File: src/rtl/multicycle_ctrl.sv
// Multi-cycle control sequencer for the shared RV32I datapath.
// Steps each instruction through FETCH/DECODE/EXEC/MEM/WB and drives datapath enables.
module multicycle_ctrl #(
    parameter int MEM_TIMEOUT = 255
) (
    input  logic        clk,
    input  logic        reset,
    input  logic [31:0] instr,
    input  logic        mem_ready,
    input  logic        branch_taken,
    output logic        mem_req,
    output logic        mem_we,
    output logic        ir_write,
    output logic        pc_inc,
    output logic        pc_load,
    output logic        alu_src,
    output logic [1:0]  imm_sel,
    output logic        reg_write,
    output logic [1:0]  wb_sel,
    output logic        halted,
    output logic [1:0]  fault,
    output logic [2:0]  state
);

    typedef enum logic [2:0] {
        S_FETCH  = 3'd0,
        S_DECODE = 3'd1,
        S_EXEC   = 3'd2,
        S_MEM    = 3'd3,
        S_WB     = 3'd4,
        S_HALT   = 3'd7
    } state_t;

    localparam logic [6:0] OP_R      = 7'b0110011;
    localparam logic [6:0] OP_I      = 7'b0010011;
    localparam logic [6:0] OP_LOAD   = 7'b0000011;
    localparam logic [6:0] OP_STORE  = 7'b0100011;
    localparam logic [6:0] OP_BRANCH = 7'b1100011;
    localparam logic [6:0] OP_JALR   = 7'b1100111;
    localparam logic [6:0] OP_SYSTEM = 7'b1110011;

    localparam logic [1:0] IMM_I    = 2'd0;
    localparam logic [1:0] IMM_S    = 2'd1;
    localparam logic [1:0] IMM_B    = 2'd2;
    localparam logic [1:0] IMM_NONE = 2'd3;

    localparam logic [1:0] WB_ALU = 2'd0;
    localparam logic [1:0] WB_MEM = 2'd1;
    localparam logic [1:0] WB_PC4 = 2'd2;

    localparam logic [1:0] FAULT_ILLEGAL = 2'd1;
    localparam logic [1:0] FAULT_SYSTEM  = 2'd2;
    localparam logic [1:0] FAULT_TIMEOUT = 2'd3;

    localparam logic [7:0] TIMEOUT = 8'(MEM_TIMEOUT);

    state_t     state_q, state_d;
    logic [6:0] opcode_q;
    logic [7:0] wait_q;
    logic       halted_q;
    logic [1:0] fault_q, fault_d;

    logic       req, we, irw, pinc, pld, asrc, rw;
    logic [1:0] isel, wsel;

    // Only the opcode field steers the sequencer; the rest belongs to the datapath.
    logic unused_instr_hi;
    assign unused_instr_hi = ^instr[31:7];

    // NOTE: every signal gets a default before the case so no latch is inferred.
    always_comb begin
        state_d = state_q;
        fault_d = fault_q;
        req     = 1'b0;
        we      = 1'b0;
        irw     = 1'b0;
        pinc    = 1'b0;
        pld     = 1'b0;
        asrc    = 1'b0;
        isel    = IMM_NONE;
        rw      = 1'b0;
        wsel    = WB_ALU;
        case (state_q)
            S_FETCH: begin
                req = 1'b1;
                if (mem_ready) begin
                    irw     = 1'b1;
                    pinc    = 1'b1;
                    state_d = S_DECODE;
                end else if (wait_q == TIMEOUT) begin
                    state_d = S_HALT;
                    fault_d = FAULT_TIMEOUT;
                end
            end
            S_DECODE: begin
                // The latched opcode is not valid until next cycle, so decode straight from instr.
                case (instr[6:0])
                    OP_R, OP_I, OP_LOAD, OP_STORE, OP_BRANCH, OP_JALR: state_d = S_EXEC;
                    OP_SYSTEM: begin
                        state_d = S_HALT;
                        fault_d = FAULT_SYSTEM;
                    end
                    default: begin
                        state_d = S_HALT;
                        fault_d = FAULT_ILLEGAL;
                    end
                endcase
            end
            S_EXEC: begin
                case (opcode_q)
                    OP_R:            state_d = S_WB;
                    OP_I: begin
                        asrc    = 1'b1;
                        isel    = IMM_I;
                        state_d = S_WB;
                    end
                    OP_LOAD: begin
                        asrc    = 1'b1;
                        isel    = IMM_I;
                        state_d = S_MEM;
                    end
                    OP_STORE: begin
                        asrc    = 1'b1;
                        isel    = IMM_S;
                        state_d = S_MEM;
                    end
                    OP_BRANCH: begin
                        isel    = IMM_B;
                        pld     = branch_taken;
                        state_d = S_FETCH;
                    end
                    OP_JALR: begin
                        asrc    = 1'b1;
                        isel    = IMM_I;
                        pld     = 1'b1;
                        state_d = S_WB;
                    end
                    default: begin
                        state_d = S_HALT;
                        fault_d = FAULT_ILLEGAL;
                    end
                endcase
            end
            S_MEM: begin
                req = 1'b1;
                we  = (opcode_q == OP_STORE);
                if (mem_ready) begin
                    state_d = (opcode_q == OP_STORE) ? S_FETCH : S_WB;
                end else if (wait_q == TIMEOUT) begin
                    state_d = S_HALT;
                    fault_d = FAULT_TIMEOUT;
                end
            end
            S_WB: begin
                rw      = 1'b1;
                wsel    = (opcode_q == OP_LOAD) ? WB_MEM :
                          (opcode_q == OP_JALR) ? WB_PC4 : WB_ALU;
                state_d = S_FETCH;
            end
            S_HALT: state_d = S_HALT;
            default: state_d = S_FETCH;
        endcase
    end

    // NOTE: sequential state uses non-blocking assignments only.
    always_ff @(posedge clk) begin
        if (reset) begin
            state_q  <= S_FETCH;
            opcode_q <= '0;
            wait_q   <= '0;
            halted_q <= 1'b0;
            fault_q  <= '0;
        end else begin
            state_q <= state_d;
            fault_q <= fault_d;
            if (state_q == S_DECODE) opcode_q <= instr[6:0];
            // Any state change restarts the wait count, covering entry to FETCH and MEM.
            if (state_d != state_q)        wait_q <= '0;
            else if (req && !mem_ready)    wait_q <= wait_q + 8'd1;
            if (state_d == S_HALT)         halted_q <= 1'b1;
        end
    end

    // Reset masks every output so no stray enable fires in the reset cycle.
    assign mem_req   = req  & ~reset;
    assign mem_we    = we   & ~reset;
    assign ir_write  = irw  & ~reset;
    assign pc_inc    = pinc & ~reset;
    assign pc_load   = pld  & ~reset;
    assign alu_src   = asrc & ~reset;
    assign reg_write = rw   & ~reset;
    assign imm_sel   = reset ? 2'd0 : isel;
    assign wb_sel    = reset ? 2'd0 : wsel;
    assign halted    = halted_q & ~reset;
    assign fault     = reset ? 2'd0 : fault_q;
    assign state     = reset ? 3'd0 : state_q;

endmodule
File: config.mk
export PLATFORM = sky130hd
export DESIGN_NAME = multicycle_ctrl
export DESIGN_NICKNAME = d
export VERILOG_FILES = /design/src/rtl/multicycle_ctrl.sv
export SDC_FILE = /design/constraint.sdc
export NUM_CORES = 1
export LEC_CHECK = 0
export ABC_AREA = 1
export CAP_MARGIN = 0
export CORE_ASPECT_RATIO = 0.8
export CORE_MARGIN = 2
export CORE_UTILIZATION = 62
export CTS_BUF_LIST = sky130_fd_sc_hd__clkbuf_16
export DETAILED_ROUTE_END_ITERATION = 10
export DONT_BUFFER_PORTS = 1
export HOLD_SLACK_MARGIN = 0.15
export PLACE_DENSITY = 0.78
export SYNTH_ARGS = -nofsm -noshare
export SYNTH_HDL_FRONTEND = slang
export SYNTH_SLANG_ARGS = --single-unit
File: constraint.sdc
create_clock -name clk -period 1.8 [get_ports clk]
set_clock_uncertainty 0.2 [all_clocks]
set_input_delay 0.18 -clock clk [delete_from_list [all_inputs] [get_ports clk]]
set_output_delay 0.18 -clock clk [all_outputs]
set_load 0.05 [all_outputs]
==> reports/results.tsv, run 1 <==
metric	value	unit
port_buffers	0	
postCtsSetupBuffers	10	
synth_area	1440	µm²
die_x	57.9	µm
yosys_warnings	0	
htree_levels	1	
ys_ff_latch	21	
haltStage	clock tree synthesis (4_1_cts)	
die_y	47.1	µm
io_pins	53	
synth.area.top_cells	dfxtp_1 29%, nand2_1 12%, nor2_1 8.3%	
syn-num-nets	251	
dpl_cell_area	1780	µm²
synth_edf_count	0	
cts-root-buf	clkbuf_16	
ys.flop_type	dfxtp_1	
gp_congestion	0.909	
clk_path_buf_depth	2	
firstError	[ERROR DPL-0033] detailed placement checks failed during check placement.	
async_flop_share	0	
cts_sinks	21	
synth_top_area_share	0.292	
dp_hpwl	2.73	mm
cts_buffers	3	
place_inst	260	
synth_cells	214	
yosysTopAreaCell	dfxtp_1	
num_rows	15	
yosysSeqAreaShare	0.292	
holdBufCountCts	9	
yosysUniqueCellTypes	29	
status	stopped before the end	
cts_resized	40	
syn_area_per_cell	6.72	µm²
initial_core_util	0.661	
logic make-up after synthesis:
kind of cell             count (synthesis)  share of synthesized area
AO/OA/AOI/OAI                           22                     0.0887
XOR/XNOR                                 7                     0.0426
adder cells (fa/ha/maj)                  1                    0.00869
buffers and inverters                   36                      0.103
flip-flops                              21                      0.292
AND/OR/NAND/NOR                        127                      0.465
synthesized netlist by cell type (2+ instances only):
cell type	count
inv_1	26
nand2_2	11
inv_2	4
xor2_1	6
o21ai_0	9
nand2_1	45
clkbuf_1	3
nand3_1	12
nor2_1	32
dfxtp_1	21
nor3_1	5
a21oi_1	10
nand3_2	2
nor2_2	3
nand3_4	2
buf_4	2
nor3_2	9
through the flow:
stage / setup slack (ns) / hold WS (ns)
floorplan: -0.129 / 0.115
global placement: 0.0256 / 0.0552
detailed placement: -0.124 / 0.0563
==> inputs of run 2 (changes only) <==
==> config.mk (replaced) <==
export PLATFORM = sky130hd
export DESIGN_NAME = multicycle_ctrl
export DESIGN_NICKNAME = d
export VERILOG_FILES = /design/src/rtl/multicycle_ctrl.sv
export SDC_FILE = /design/constraint.sdc
export NUM_CORES = 1
export LEC_CHECK = 0
export ABC_AREA = 1
export CAP_MARGIN = 0
export CORE_AREA = 2 2 63 65
export DETAILED_ROUTE_END_ITERATION = 10
export DIE_AREA = 0 0 65 67
export DONT_BUFFER_PORTS = 1
export PLACE_DENSITY_LB_ADDON = 0.15
export SYNTH_ARGS = -nofsm -noshare
export SYNTH_HDL_FRONTEND = slang
export SYNTH_SLANG_ARGS = --single-unit
==> run 2 against run 1 <==
The flow now finishes, with violations (setup timing); area after synthesis is the same; synthesized cell count is the same.
==> reports/results.tsv, run 2 <==
metric	value	unit	change
status	complete, but fails checks		was stopped before the end
violations	setup timing		
synth_cells	214		unchanged
synth.area.mux_share	0		unchanged
first_pass_iters	4		
required	1.42	ns	
p_per_area	1570	nW/µm²	
final_util	0.639		
cellLeakagePower	0.00106	µW	
ys_top_cells_by_count	45 x nand2_1, 32 x nor2_1, 26 x inv_1, 21 x dfxtp_1, 12 x nand3_1		unchanged
nFillCells	303		
grt_pass1_wl	6.09	mm	
reg2reg_to	wait_q[7]$_SDFFE_PP0P_		
cts-root-buf	clkbuf_8		was clkbuf_16
io_pins	53		unchanged
reg_top3	wait_q x8, opcode_q x7, state_q x3		
layout.cells.most_common	buf_4		
syn-num-nets	251		unchanged
vias_per_cell	4.69		
synth_area	1440	µm²	unchanged
ys.flop_type	dfxtp_1		unchanged
max_clock_freq	0.536	GHz	
r2r_setup_slack	0.01	ns	
critPathKind	reg2out		
drt-wirelength-per-cell	11.7	µm	
track_usage	0.181		
finalWorstSetupSlack	-0.0673	ns	
crit_cells	7		
r2r_cells	12		
yosysUniqueCellTypes	29		unchanged
synth_edf_count	0		unchanged
overflow	0		
cap_violations	0		
grt_max_degree	15		
clk_path_buf_depth	2		unchanged
drv_slew	0		
fin_cells	317		
first_global_vias	1427		
cts_buffers	3		unchanged
hold_class	in2reg		
regMostFlops	wait_q		
synth.area.top_cells	dfxtp_1 29%, nand2_1 12%, nor2_1 8.3%		unchanged
fin_crit_sh	1.04		
async_flop_share	0		unchanged
wirelength	3.70	mm	
ir_drop	782	µV	
gp_congestion	0.848		was 0.909
cts_tree	built		
syn_to_final_growth	60.3	%	
cp_cell_sequence	inv_2 -> nand2_1 -> nor2_1 -> nand2_2 -> buf_4 -> a211oi_2 -> buf_6		
most-common-layout-cells	36 x buf_4, 32 x nand2_1, 24 x nor2_1		
yosysTopAreaCell	dfxtp_1		unchanged
die_x	65	µm	was 57.9 µm
drtAntennaViolNets	0		
die_y	67	µm	was 47.1 µm
vias	1487		
yosysSeqAreaShare	0.292		unchanged
yosys_warnings	0		unchanged
clk_pin_slew	0.09	ns	
relSlewSlack	0.772		
ys_ff_latch	21		unchanged
largest_reg_flops	8		
path_max_fanout	4		
hold_viol_final	0		
drcViolationCount	0		
cpPeakStageDelay	0.33	ns	
rsz0062_at_grt	true		
syn_area_per_cell	6.72	µm²	unchanged
synth-compound-area-share	0.0887		unchanged
cpMaxStageDelayCell	dfxtp_2		
synth_most_common_cell	nand2_1		unchanged
crit_family	buffers and inverters		
die-area	4360	µm²	
port_buffers	0		unchanged
synth_top_area_share	0.292		unchanged
initial_core_util	0.399		was 0.661
cp-start-kind	flip-flop		
worst_slew_pin_slew	0.342	ns	
htree_levels	1		unchanged
setup_viol_count_final	4		
r2r-start	state_q[1]$_SDFF_PP0_		
end_kind	primary output		
arrival	1.49	ns	
synth-adder-area-share	0.00870		unchanged
synth-simple-area-share	0.465		unchanged
num_rows	22		was 15
design.core.area	3610	µm²	
insertion_delay	0.27	ns	
antenna_found_initial	0		
antenna_cells	0		
layout.nets	307		
critPathCapture	pc_load		
cts_sinks	21		unchanged
synth_top_family_by_area	simple AND/OR/NAND/NOR gates		unchanged
drive_above_1_share	0.532		
worst-path-buf-inv	3		
dp_hpwl	2.58	mm	was 2.73 mm
crit_start	opcode_q[3]$_SDFFE_PP0P_		
synth_xor_area_frac	0.0426		unchanged
place_inst	292		was 260
final.min_clock_period	1.87	ns	
drt-initial-drc-count	78		
## run 2: final cells by class
cell class | count | area (µm²) | share of cell area
well taps | 48 | 60.1 | 0.0260
multi-input cells | 157 | 1060 | 0.461
clock inverters | 1 | 5.00 | 0.00217
inverters | 31 | 131 | 0.0570
repair buffers | 56 | 563 | 0.244
clock buffers | 3 | 41.3 | 0.0179
flip-flops and latches | 21 | 443 | 0.192
## run 2: worst register-to-register path, cell delays in order, from the launching register on
cell	delay (ns)
dfxtp_4	0.38
nand2_2	0.07
inv_2	0.05
nand2_4	0.07
nand2_4	0.06
buf_6	0.12
nand2_8	0.08
inv_8	0.05
a21oi_4	0.17
nand2_2	0.07
nand2_2	0.08
nand3_4	0.16
nor3_2	0.18
## run 2: per-layer routing
metal	vias to the layer above	wire (µm)	GRT usage
met2	28	1850	0.312
met5	-	0	0
met3	6	117	0.0287
met4	0	53	0.0824
li1	790	-	-
met1	663	1670	0.222
## run 2: logic make-up after synthesis
group	count (synthesis)
DFF	21
adders and majority gates	1
AOI/OAI and AO/OA	22
xor gates and xnor gates	7
buffers and inverters	36
and+or+nand+nor	127
## run 2: power by group
group / total, µW / internal [µW] / switching (µW)
registers: 789 / 638 / 151
clock network: 316 / 154 / 162
logic: 2500 / 1020 / 1480
total: 3610 / 1820 / 1790
## run 2: worst min-delay path by stage
stage / start / to / slack [ns] / cells past startpoint
after global placement: reset / halted_q$_SDFFE_PP0N_ / 0.05 / 1
after floorplan: instr[0] / opcode_q[0]$_SDFFE_PP0P_ / 0.11 / 2
final: reset / wait_q[7]$_SDFFE_PP0P_ / 0.01 / 3
after CTS: reset / wait_q[2]$_SDFFE_PP0P_ / 0.02 / 3
after detailed placement: reset / state_q[1]$_SDFF_PP0_ / 0.06 / 1
after global routing: reset / wait_q[1]$_SDFFE_PP0P_ / 0.02 / 3
## run 2: per-stage QoR
step	hold slack [ns]	cell area (µm²)	setup slack (ns)	TNS, ns	total power [µW]
after floorplan	0.115	1500	-0.129	-0.188	2160
after global placement	0.0523	1880	-0.0118	-0.0271	2790
after detailed placement	0.0552	1880	-0.00504	-0.00504	2810
after CTS	0.0205	2090	-0.0757	-0.218	3280
after global routing	0.0220	2310	-0.216	-1.79	3900
final	0.0120	2310	-0.0673	-0.162	3610
## run 2: what timing repair did
action | CTS | global route
gates resized for setup | 28 | 45
gates cloned | 0 | 0
pin swaps | 11 | 22
endpoints found under the hold margin | 10 | 0
setup buffers | 4 | 9
setup endpoints to repair | 14 | 18
hold buffers | 8 | 0
No activity file was read; power rests on OpenSTA's default activity.
